<file path="config.mk">
export PLATFORM = sky130hd
export DESIGN_NAME = text_wr_sched_flat
export DESIGN_NICKNAME = d
export VERILOG_FILES = /design/src/rtl/text_wr_sched_if.sv /design/src/rtl/text_wr_sched.sv /design/src/flat_wrapper.sv
export SDC_FILE = /design/constraint.sdc
export NUM_CORES = 1
export LEC_CHECK = 0
export CORE_ASPECT_RATIO = 1.25
export CORE_UTILIZATION = 55
export DETAILED_ROUTE_END_ITERATION = 16
export MAX_ROUTING_LAYER = met4
export PLACE_DENSITY = 0.76
export SLEW_MARGIN = 15
export SYNTH_ARGS = -nofsm -noshare
export SYNTH_HDL_FRONTEND = slang
export SYNTH_SLANG_ARGS = --single-unit
</file>
<file path="constraint.sdc">
create_clock -name i_clk -period 7.05 [get_ports i_clk]
set_clock_uncertainty 0.05 [all_clocks]
set_input_delay 1.41 -clock i_clk [delete_from_list [all_inputs] [get_ports i_clk]]
set_output_delay 1.41 -clock i_clk [all_outputs]
set_load 0.03 [all_outputs]
</file>
<file path="src/rtl/text_wr_sched_if.sv">
// Requester/text-RAM bundle for text_wr_sched: character push, clear/window control,
// RAM write port and status flags.
interface text_wr_sched_if;
  logic        i_char_valid;
  logic [7:0]  i_char;
  logic        o_char_ready;
  logic        i_clear;
  logic        i_wr_window;
  logic        o_we;
  logic [11:0] o_addr;
  logic [7:0]  o_din;
  logic        o_busy;
  logic        o_overflow;

  modport master (
    output i_char_valid, i_char, i_clear, i_wr_window,
    input  o_char_ready, o_we, o_addr, o_din, o_busy, o_overflow
  );

  modport slave (
    input  i_char_valid, i_char, i_clear, i_wr_window,
    output o_char_ready, o_we, o_addr, o_din, o_busy, o_overflow
  );
endinterface

</file>
<file path="src/rtl/text_wr_sched.sv">
// Text RAM write scheduler: buffers characters in a small FIFO and writes them to
// successive cells only inside the display write window; also runs full-screen clears.
module text_wr_sched #(
  parameter int unsigned DEPTH      = 4,
  parameter int unsigned LAST_ADDR  = 2399,
  parameter logic [7:0]  CLEAR_CHAR = 8'h20
) (
  input logic             i_clk,
  input logic             i_rst,
  text_wr_sched_if.slave  bus
);
  localparam int unsigned AW = (DEPTH > 1) ? $clog2(DEPTH) : 1;
  localparam int unsigned CW = $clog2(DEPTH + 1);
  localparam logic [11:0] LAST = 12'(LAST_ADDR);

  typedef enum logic {
    ST_IDLE,
    ST_CLEAR
  } state_t;

  state_t        state_q, state_d;
  logic [11:0]   cursor_q, cursor_d;
  logic [11:0]   clr_addr_q, clr_addr_d;
  logic          we_q, we_d;
  logic [11:0]   addr_q, addr_d;
  logic [7:0]    din_q, din_d;
  logic          ovf_q, ovf_d;
  logic [CW-1:0] count_q, count_d;
  logic [AW-1:0] wr_ptr_q, wr_ptr_d;
  logic [AW-1:0] rd_ptr_q, rd_ptr_d;
  logic [7:0]    mem_q [DEPTH];

  logic char_ready;
  logic push;
  logic pop;

  assign char_ready = (count_q != CW'(DEPTH));
  assign push       = bus.i_char_valid && char_ready;

  always_comb begin
    state_d    = state_q;
    cursor_d   = cursor_q;
    clr_addr_d = clr_addr_q;
    we_d       = 1'b0;
    addr_d     = addr_q;
    din_d      = din_q;
    ovf_d      = ovf_q;
    pop        = 1'b0;

    unique case (state_q)
      ST_IDLE: begin
        if (bus.i_clear) begin
          state_d    = ST_CLEAR;
          clr_addr_d = '0;
          ovf_d      = 1'b0;
        end else if (bus.i_wr_window && (count_q != '0)) begin
          pop      = 1'b1;
          we_d     = 1'b1;
          addr_d   = cursor_q;
          din_d    = mem_q[rd_ptr_q];
          cursor_d = (cursor_q == LAST) ? '0 : cursor_q + 12'd1;
        end
      end
      ST_CLEAR: begin
        if (bus.i_wr_window) begin
          we_d   = 1'b1;
          addr_d = clr_addr_q;
          din_d  = CLEAR_CHAR;
          if (clr_addr_q == LAST) begin
            state_d    = ST_IDLE;
            cursor_d   = '0;
            clr_addr_d = '0;
          end else begin
            clr_addr_d = clr_addr_q + 12'd1;
          end
        end
      end
      default: state_d = ST_IDLE;
    endcase

    // A drop in the same edge as a clear request still gets recorded.
    if (bus.i_char_valid && !char_ready) ovf_d = 1'b1;

    count_d  = count_q;
    wr_ptr_d = wr_ptr_q;
    rd_ptr_d = rd_ptr_q;
    if (push) wr_ptr_d = wr_ptr_q + AW'(1);
    if (pop)  rd_ptr_d = rd_ptr_q + AW'(1);
    if (push && !pop)      count_d = count_q + CW'(1);
    else if (!push && pop) count_d = count_q - CW'(1);
  end

  always_ff @(posedge i_clk or posedge i_rst) begin
    if (i_rst) begin
      state_q    <= ST_IDLE;
      cursor_q   <= '0;
      clr_addr_q <= '0;
      we_q       <= 1'b0;
      addr_q     <= '0;
      din_q      <= '0;
      ovf_q      <= 1'b0;
      count_q    <= '0;
      wr_ptr_q   <= '0;
      rd_ptr_q   <= '0;
    end else begin
      state_q    <= state_d;
      cursor_q   <= cursor_d;
      clr_addr_q <= clr_addr_d;
      we_q       <= we_d;
      addr_q     <= addr_d;
      din_q      <= din_d;
      ovf_q      <= ovf_d;
      count_q    <= count_d;
      wr_ptr_q   <= wr_ptr_d;
      rd_ptr_q   <= rd_ptr_d;
    end
  end

  // Storage needs no reset: the pointers and count define what is valid.
  always_ff @(posedge i_clk) begin
    if (push) mem_q[wr_ptr_q] <= bus.i_char;
  end

  assign bus.o_char_ready = char_ready;
  assign bus.o_we         = we_q;
  assign bus.o_addr       = addr_q;
  assign bus.o_din        = din_q;
  assign bus.o_busy       = (state_q == ST_CLEAR);
  assign bus.o_overflow   = ovf_q;
endmodule

</file>
<file path="src/flat_wrapper.sv">
// flat-port wrapper written by rule: the top's interface ports become plain ports
module text_wr_sched_flat 
#(
  parameter int unsigned DEPTH      = 4,
  parameter int unsigned LAST_ADDR  = 2399,
  parameter logic [7:0]  CLEAR_CHAR = 8'h20
)
  (i_clk, i_rst, bus_i_char_valid, bus_i_char, bus_i_clear, bus_i_wr_window, bus_o_char_ready, bus_o_we, bus_o_addr, bus_o_din, bus_o_busy, bus_o_overflow);
  text_wr_sched_if bus_i ();
  input logic i_clk;
  input logic i_rst;
  input wire logic [$bits(bus_i.i_char_valid)-1:0] bus_i_char_valid;
  input wire logic [$bits(bus_i.i_char)-1:0] bus_i_char;
  input wire logic [$bits(bus_i.i_clear)-1:0] bus_i_clear;
  input wire logic [$bits(bus_i.i_wr_window)-1:0] bus_i_wr_window;
  output wire logic [$bits(bus_i.o_char_ready)-1:0] bus_o_char_ready;
  output wire logic [$bits(bus_i.o_we)-1:0] bus_o_we;
  output wire logic [$bits(bus_i.o_addr)-1:0] bus_o_addr;
  output wire logic [$bits(bus_i.o_din)-1:0] bus_o_din;
  output wire logic [$bits(bus_i.o_busy)-1:0] bus_o_busy;
  output wire logic [$bits(bus_i.o_overflow)-1:0] bus_o_overflow;
  assign bus_i.i_char_valid = bus_i_char_valid;
  assign bus_i.i_char = bus_i_char;
  assign bus_i.i_clear = bus_i_clear;
  assign bus_i.i_wr_window = bus_i_wr_window;
  assign bus_o_char_ready = bus_i.o_char_ready;
  assign bus_o_we = bus_i.o_we;
  assign bus_o_addr = bus_i.o_addr;
  assign bus_o_din = bus_i.o_din;
  assign bus_o_busy = bus_i.o_busy;
  assign bus_o_overflow = bus_i.o_overflow;
  text_wr_sched #(.DEPTH(DEPTH), .LAST_ADDR(LAST_ADDR), .CLEAR_CHAR(CLEAR_CHAR)) u_core (.i_clk(i_clk), .i_rst(i_rst), .bus(bus_i));
endmodule
</file>
==> run_results.csv, run 1 <==
group,metric,value,unit
run_status,status,"finished clean",
worst_setup_path,cp_num_buf_inv,3,
pwr,power_frac_clock,0.309,
floorplan,core_area,0.00693,mm2
global_routing,grt_overflow,0,
floorplan,die_x,77.6,um
detailed_routing,drt-pass1-iter-count,4,
floorplan,fp.dieArea,0.00749,mm2
clock_tree,holdBufCountCts,0,
worst_setup_path,cp_data_arrival_time,3920,ps
placement,hpwlAfterDp,5200,um
yosys,synth_edf_count,32,
sta,max-slew-margin-rel,0.540,
worst_setup_path,slowest_delay,460,ps
clock_tree,cts_tree,"done",
worst_setup_path,crit_required,7240,ps
floorplan,start_util,0.567,
worst_setup_path,path_common_cell,"inv_1",
pwr,leakage,1.94,nW
finish,multi_input_area,0.00152,mm2
sta,post-route-period-util,0.529,
global_routing,grt_pass1_vias,2554,
finish,nets,375,
detailed_routing,drc,0,
yosys,synth_seq_cells,86,
pwr,p_seq_frac,0.527,
sta,slew_violations,0,
detailed_routing,dr_total_vias,2621,
pwr,p_int,0.000884,W
sta,min_period,3730,ps
detailed_routing,ant_nets,0,
sta,fmaxAchievable,268,MHz
sta,grt_setup_unrepaired,"no",
clock_tree,path_clk_slew,80,ps
finish,final_common_cell,"dfrtp_1",
yosys,ys_warn_count,0,
worst_setup_path,path_class,"input pin to flip-flop",
finish,area_growth,16.5,%
yosys,synth_ff_type,"dfrtp_1",
worst_setup_path,slowest_stage,"clkdlybuf4s50_1",
sta,worstMarginPinSlew,690,ps
clock_tree,ctsResizeCount,0,
clock_tree,cts_buffers,9,
floorplan,die_height,96.5,um
floorplan,rows,34,
global_routing,antenna_found_initial,0,
worst_setup_path,path_cells,"clkdlybuf4s50_1 -> nor2_1 -> and3_1 -> inv_1 -> ha_1 -> inv_1 -> fa_1 -> mux2_2",
clock_tree,h-tree-depth,3,
yosys,synthArstFlopShare,0.628,
pwr,pwr_density_cell,266,mW/mm2
finish,n_antenna_cell,0,
global_routing,grt_usage,0.231,
pwr,total_power,0.00122,W
finish,layout-drive-gt1-share,0.117,
pwr,vdd_ir_drop_max,0.182,mV
clock_tree,cts_buffer_depth,2,
worst_setup_path,cp_top_family,"buffers and inverters",
clock_tree,cts_setup_buffers,0,
floorplan,ios,37,
flow_run,cap_viol_max_count,0,
worst_setup_path,start_kind,"input pin",
worst_setup_path,cp-end-kind,"flip-flop",
global_routing,grt_first_pass_wirelength,12500,um
yosys,synth.avg_cell_area,12.4,um2
pwr,p_comb_frac,0.164,
worst_setup_path,critPathMaxFanout,15,
yosys,syn_inst,317,
clock_tree,cts_root_buf,"clkbuf_8",
finish,final_cell_mix,"54 x dfrtp_1, 48 x nand2_1, 36 x clkdlybuf4s50_1",
sta,setup-tns-final,0,ps
sta,setup-violations-final,0,
detailed_routing,drt_iter0_markers,276,
global_routing,grt_max_degree,55,
clock_tree,clock_sinks,86,
sta,fin_ws,3320,ps
placement,io_buffer_count,36,
finish,seqCellArea,0.00231,mm2
finish,nFillCells,515,
placement,place.gp.congestion,0.790,
yosys,synth_fp_nets,338,
placement,pre_cts_ws,2920,ps
sta,hold_viol_final,0,
detailed_routing,viasPerCell,5.84,
worst_hold_path,hold_path_class,"flip-flop to flip-flop",
detailed_routing,wl_per_cell,16.8,um
pwr,switchingPower,0.000335,W
detailed_routing,finalWirelength,7540,um
sta,hold_slack,433,ps
yosys,syn-cell-area,0.00393,mm2
yosys,ys_seq_area_frac,0.588,
yosys,post_synth_num_cell_types,46,
pwr,swShare,0.275,
clock_tree,clock_latency,350,ps
finish,fin_util,0.660,
[final cells by class]
class / count / share of cell area
flip-flops and latches: 86 / 0.505
multi-input cells: 210 / 0.332
repair buffers: 39 / 0.0836
clock buffers: 9 / 0.0270
well taps: 90 / 0.0246
clock inverters: 7 / 0.0213
inverters: 8 / 0.00656
[power by group through the flow]
stage | Clock, W | Combinational (W) | Sequential (W)
2_1_floorplan | 0 | 0.000123 | 0.000656
3_3_place_gp | 0 | 0.000195 | 0.000649
3_5_place_dp | 0 | 0.000203 | 0.000653
4_1_cts | 0.000386 | 0.000204 | 0.000643
5_1_grt | 0.000403 | 0.000225 | 0.000653
6_report | 0.000377 | 0.000200 | 0.000642
[Yosys cell counts (3+ instances only)]
master / count / area share
a21oi_1: 8 / 0.010
a221o_1: 7 / 0.018
a31oi_1: 11 / 0.018
and3_1: 13 / 0.021
and4_1: 3 / 0.0067
buf_2: 6 / 0.0076
clkbuf_1: 3 / 0.0029
dfrtp_1: 54 / 0.34
edfxtp_1: 32 / 0.24
ha_1: 7 / 0.022
inv_1: 8 / 0.0076
mux2_2: 5 / 0.014
mux2i_1: 14 / 0.036
mux4_2: 8 / 0.046
nand2_1: 48 / 0.046
nand3_1: 12 / 0.015
nand4_1: 4 / 0.0064
nor2_1: 14 / 0.013
nor3_1: 3 / 0.0038
o21ai_0: 21 / 0.027
xnor2_1: 4 / 0.0089
[worst register-to-register path: stages, from the launching register on]
cell     delay [ps]
dfrtp_1         360
buf_4           230
nor2_1          200
and3_1          460
inv_1           340
ha_1            330
inv_1            70
fa_1            410
mux2_2          270
[metrics by stage]
step                      instances  instance area [um2]
after global placement          433                 4360
after detailed placement        433                 4360
after floorplan                 317                 3930
final                           449                 4580
after CTS                       449                 4580
after global routing            449                 4580
[sequential cells by signal (all words and copies together) (netlist names)]
name / count
u_core.cursor_q: 12
u_core.bus.o_busy: 1
u_core.mem_q: 32
u_core.wr_ptr_q: 2
u_core.bus.o_overflow: 1
u_core.clr_addr_q: 12
u_core.bus.o_din: 8
u_core.bus.o_we: 1
u_core.count_q: 3
u_core.rd_ptr_q: 2
u_core.bus.o_addr: 12
[layer usage]
layer	routed length (um)	global-route usage	vias up
li1	-	-	1255
met1	3090	0.266	1279
met2	4030	0.392	67
met3	250	0.0441	20
met4	173	0.116	0
met5	0	-	-
[logic make-up after synthesis]
group,after synthesis,share of synthesized area
AOI/OAI and AO/OA,60,0.109
xor gates and xnor gates,6,0.0134
adders and majority gates,8,0.0274
buffers and inverters,21,0.0251
DFF,86,0.588
muxes,27,0.0958
and+or+nand+nor,109,0.142
[final timing paths]
| kind | cells past startpoint | slack (ps) | endpoint | startpoint |
|---|---|---|---|---|
| min | 2 | 430 | u_core.bus.o_addr[5] | u_core.bus.o_addr[5] |
| min in group asynchronous | 3 | 1500 | u_core.cursor_q[7] | i_rst |
| min reg2reg | 2 | 430 | u_core.bus.o_addr[5] | u_core.bus.o_addr[5] |
| max in group asynchronous | 3 | 4970 | u_core.bus.o_din[5] | i_rst |
| max reg2reg | 8 | 4220 | u_core.count_q[1] | u_core.bus.o_busy |
| max | 8 | 3320 | u_core.count_q[1] | bus_i_clear |
(Power assumes the default switching activity.)
==> inputs of run 2 (changes only) <==
--- a/config.mk
+++ b/config.mk
@@ -6,10 +6,10 @@
 export NUM_CORES = 1
 export LEC_CHECK = 0
 export CORE_ASPECT_RATIO = 1.25
-export CORE_UTILIZATION = 55
+export CORE_UTILIZATION = 51
 export DETAILED_ROUTE_END_ITERATION = 16
 export MAX_ROUTING_LAYER = met4
-export PLACE_DENSITY = 0.76
+export PLACE_DENSITY = 0.74
 export SLEW_MARGIN = 15
 export SYNTH_ARGS = -nofsm -noshare
 export SYNTH_HDL_FRONTEND = slang
==> constraint.sdc (replaced) <==
create_clock -name i_clk -period 3.15 [get_ports i_clk]
set_clock_uncertainty 0.05 [all_clocks]
set_input_delay 0.63 -clock i_clk [delete_from_list [all_inputs] [get_ports i_clk]]
set_output_delay 0.63 -clock i_clk [all_outputs]
set_load 0.03 [all_outputs]
==> run_results.csv, run 2 (same netlist as run 1, synthesis figures left out) <==
group,metric,value,unit
pwr,p_seq_frac,0.503,
placement,dpl_cell_area,0.00438,mm2
sta,post-route-period-util,0.766,
sta,slew_violations,0,
floorplan,fp.dieArea,0.00807,mm2
floorplan,ios,37,
sta,fin_ws,738,ps
global_routing,grt_pass1_vias,2656,
detailed_routing,wl_met3,274,um
pwr,p_comb_frac,0.160,
detailed_routing,drt-pass1-iter-count,4,
clock_tree,ctsResizeCount,0,
worst_setup_path,path_class,"flip-flop to output port",
detailed_routing,viasPerCell,5.89,
worst_setup_path,cp_num_buf_inv,1,
pwr,leakage,1.97,nW
worst_setup_path,path_cells,"nor2_1 -> nand2_1 -> clkdlybuf4s50_1",
sta,setup-violations-final,0,
clock_tree,cts_tree,"done",
clock_tree,path_clk_slew,80,ps
worst_setup_path,slowest_stage,"clkdlybuf4s50_1",
finish,final_common_cell,"dfrtp_1",
worst_setup_path,crit_required,2470,ps
finish,nets,378,
pwr,pwr_density_cell,618,mW/mm2
detailed_routing,routed-wl-met2,4140,um
placement,place.gp.congestion,0.840,
worst_setup_path,critPathMaxFanout,6,
detailed_routing,ant_nets,0,
floorplan,core_area,0.00740,mm2
sta,grt_setup_unrepaired,"no",
finish,fin_area,0.00463,mm2
sta,max-slew-margin-rel,0.550,
pwr,power_frac_clock,0.336,
global_routing,grt_first_pass_wirelength,13000,um
global_routing,grt_usage,0.224,
finish,seqCellArea,0.00231,mm2
finish,largest_reg_flops,32,
pwr,total_power,0.00286,W
sta,fmaxAchievable,415,MHz
floorplan,rows,35,
finish,area_growth,17.8,%
finish,top_register,"u_core.mem_q",
detailed_routing,drt-met1-wl,3380,um
worst_setup_path,cp-end-kind,"output port",
floorplan,die_x,80.5,um
global_routing,antenna_found_initial,0,
global_routing,grt_max_degree,55,
worst_setup_path,cp_data_arrival_time,1730,ps
clock_tree,holdBufCountCts,0,
detailed_routing,wl_per_cell,17.3,um
placement,pre_cts_ws,490,ps
detailed_routing,drt_iter0_markers,181,
sta,setup-tns-final,0,ps
clock_tree,cts_buffers,9,
detailed_routing,dr_total_vias,2672,
run_status,status,"finished clean",
finish,layout-drive-gt1-share,0.124,
clock_tree,clock_latency,360,ps
detailed_routing,drc,0,
floorplan,die_height,100,um
worst_setup_path,slowest_delay,620,ps
sta,min_period,2410,ps
pwr,switchingPower,0.000793,W
pwr,vdd_ir_drop_max,0.409,mV
placement,hpwlAfterDp,5310,um
sta,hold_viol_final,0,
clock_tree,h-tree-depth,3,
finish,multi_input_area,0.00152,mm2
sta,worstMarginPinSlew,675,ps
global_routing,grt_overflow,0,
finish,n_antenna_cell,0,
worst_hold_path,hold_path_class,"flip-flop to flip-flop",
clock_tree,cts_setup_buffers,0,
worst_setup_path,r2r_slack,880,ps
floorplan,start_util,0.531,
finish,nFillCells,580,
clock_tree,clock_sinks,86,
pwr,p_int,0.00207,W
placement,io_buffer_count,36,
worst_setup_path,start_kind,"flip-flop",
flow_run,cap_viol_max_count,0,
detailed_routing,finalWirelength,7850,um
pwr,swShare,0.277,
finish,final_cell_mix,"54 x dfrtp_1, 48 x nand2_1, 36 x clkdlybuf4s50_1",
clock_tree,cts_root_buf,"clkbuf_8",
worst_setup_path,cp_top_family,"buffers and inverters",
detailed_routing,highest_layer,"met4",
clock_tree,cts_buffer_depth,2,
-- run 2: cell count changes in the layout (fill, tap and decap cells not counted), sizes merged --
cell | previous run | this run
buf | 3 | 6
clkinvlp | 2 | 0
inv | 9 | 11
bufinv | 2 | 3
clkinv | 2 | 1
-- run 2: final timing paths --
path	from	end	cells past startpoint
worst max-delay path	u_core.count_q[0]	bus_o_char_ready	3
worst min-delay path	u_core.bus.o_addr[6]	u_core.bus.o_addr[6]	2
worst max register to register	u_core.count_q[0]	u_core.count_q[2]	9
worst min register to register	u_core.bus.o_addr[6]	u_core.bus.o_addr[6]	2
max in group asynchronous	i_rst	u_core.bus.o_busy	3
min in group asynchronous	i_rst	u_core.cursor_q[6]	3
-- run 2: tightest hold or removal path, delay by kind of cell, from the launching register on --
family / cells / cell delay [ps]
DFF: 1 / 350
and+or+nand+nor: 1 / 40
AOI/OAI and AO/OA: 1 / 60
-- run 2: layout make-up --
type / count / share of cell area
Timing Repair Buffer: 42 / 0.0875
Clock inverter: 7 / 0.0270
Multi-Input combinational cell: 210 / 0.328
Tap cell: 92 / 0.0249
Clock buffer: 9 / 0.0267
Inverter: 8 / 0.00648
Sequential cell: 86 / 0.499
-- run 2: power by group through the flow --
stage | combinational (W) | sequential (W) | clock [W]
5_1_grt | 0.000511 | 0.00146 | 0.00102
3_3_place_gp | 0.000441 | 0.00145 | 0
6_report | 0.000459 | 0.00144 | 0.000962
2_1_floorplan | 0.000275 | 0.00147 | 0
4_1_cts | 0.000468 | 0.00144 | 0.000978
3_5_place_dp | 0.000459 | 0.00146 | 0
-- run 2: per-stage QoR --
step,cells,hold slack [ps],utilization
final,454,434,0.626
after detailed placement,438,421,0.592
after global routing,454,457,0.626
after floorplan,317,414,-
after global placement,438,412,0.592
after CTS,454,441,0.626
-- run 2: per-layer routing --
| layer | vias up | GRT usage |
|---|---|---|
| li1 | 1262 | - |
| met1 | 1349 | 0.271 |
| met2 | 56 | 0.364 |
| met3 | 5 | 0.0527 |
| met4 | 0 | 0.0810 |
| met5 | - | - |
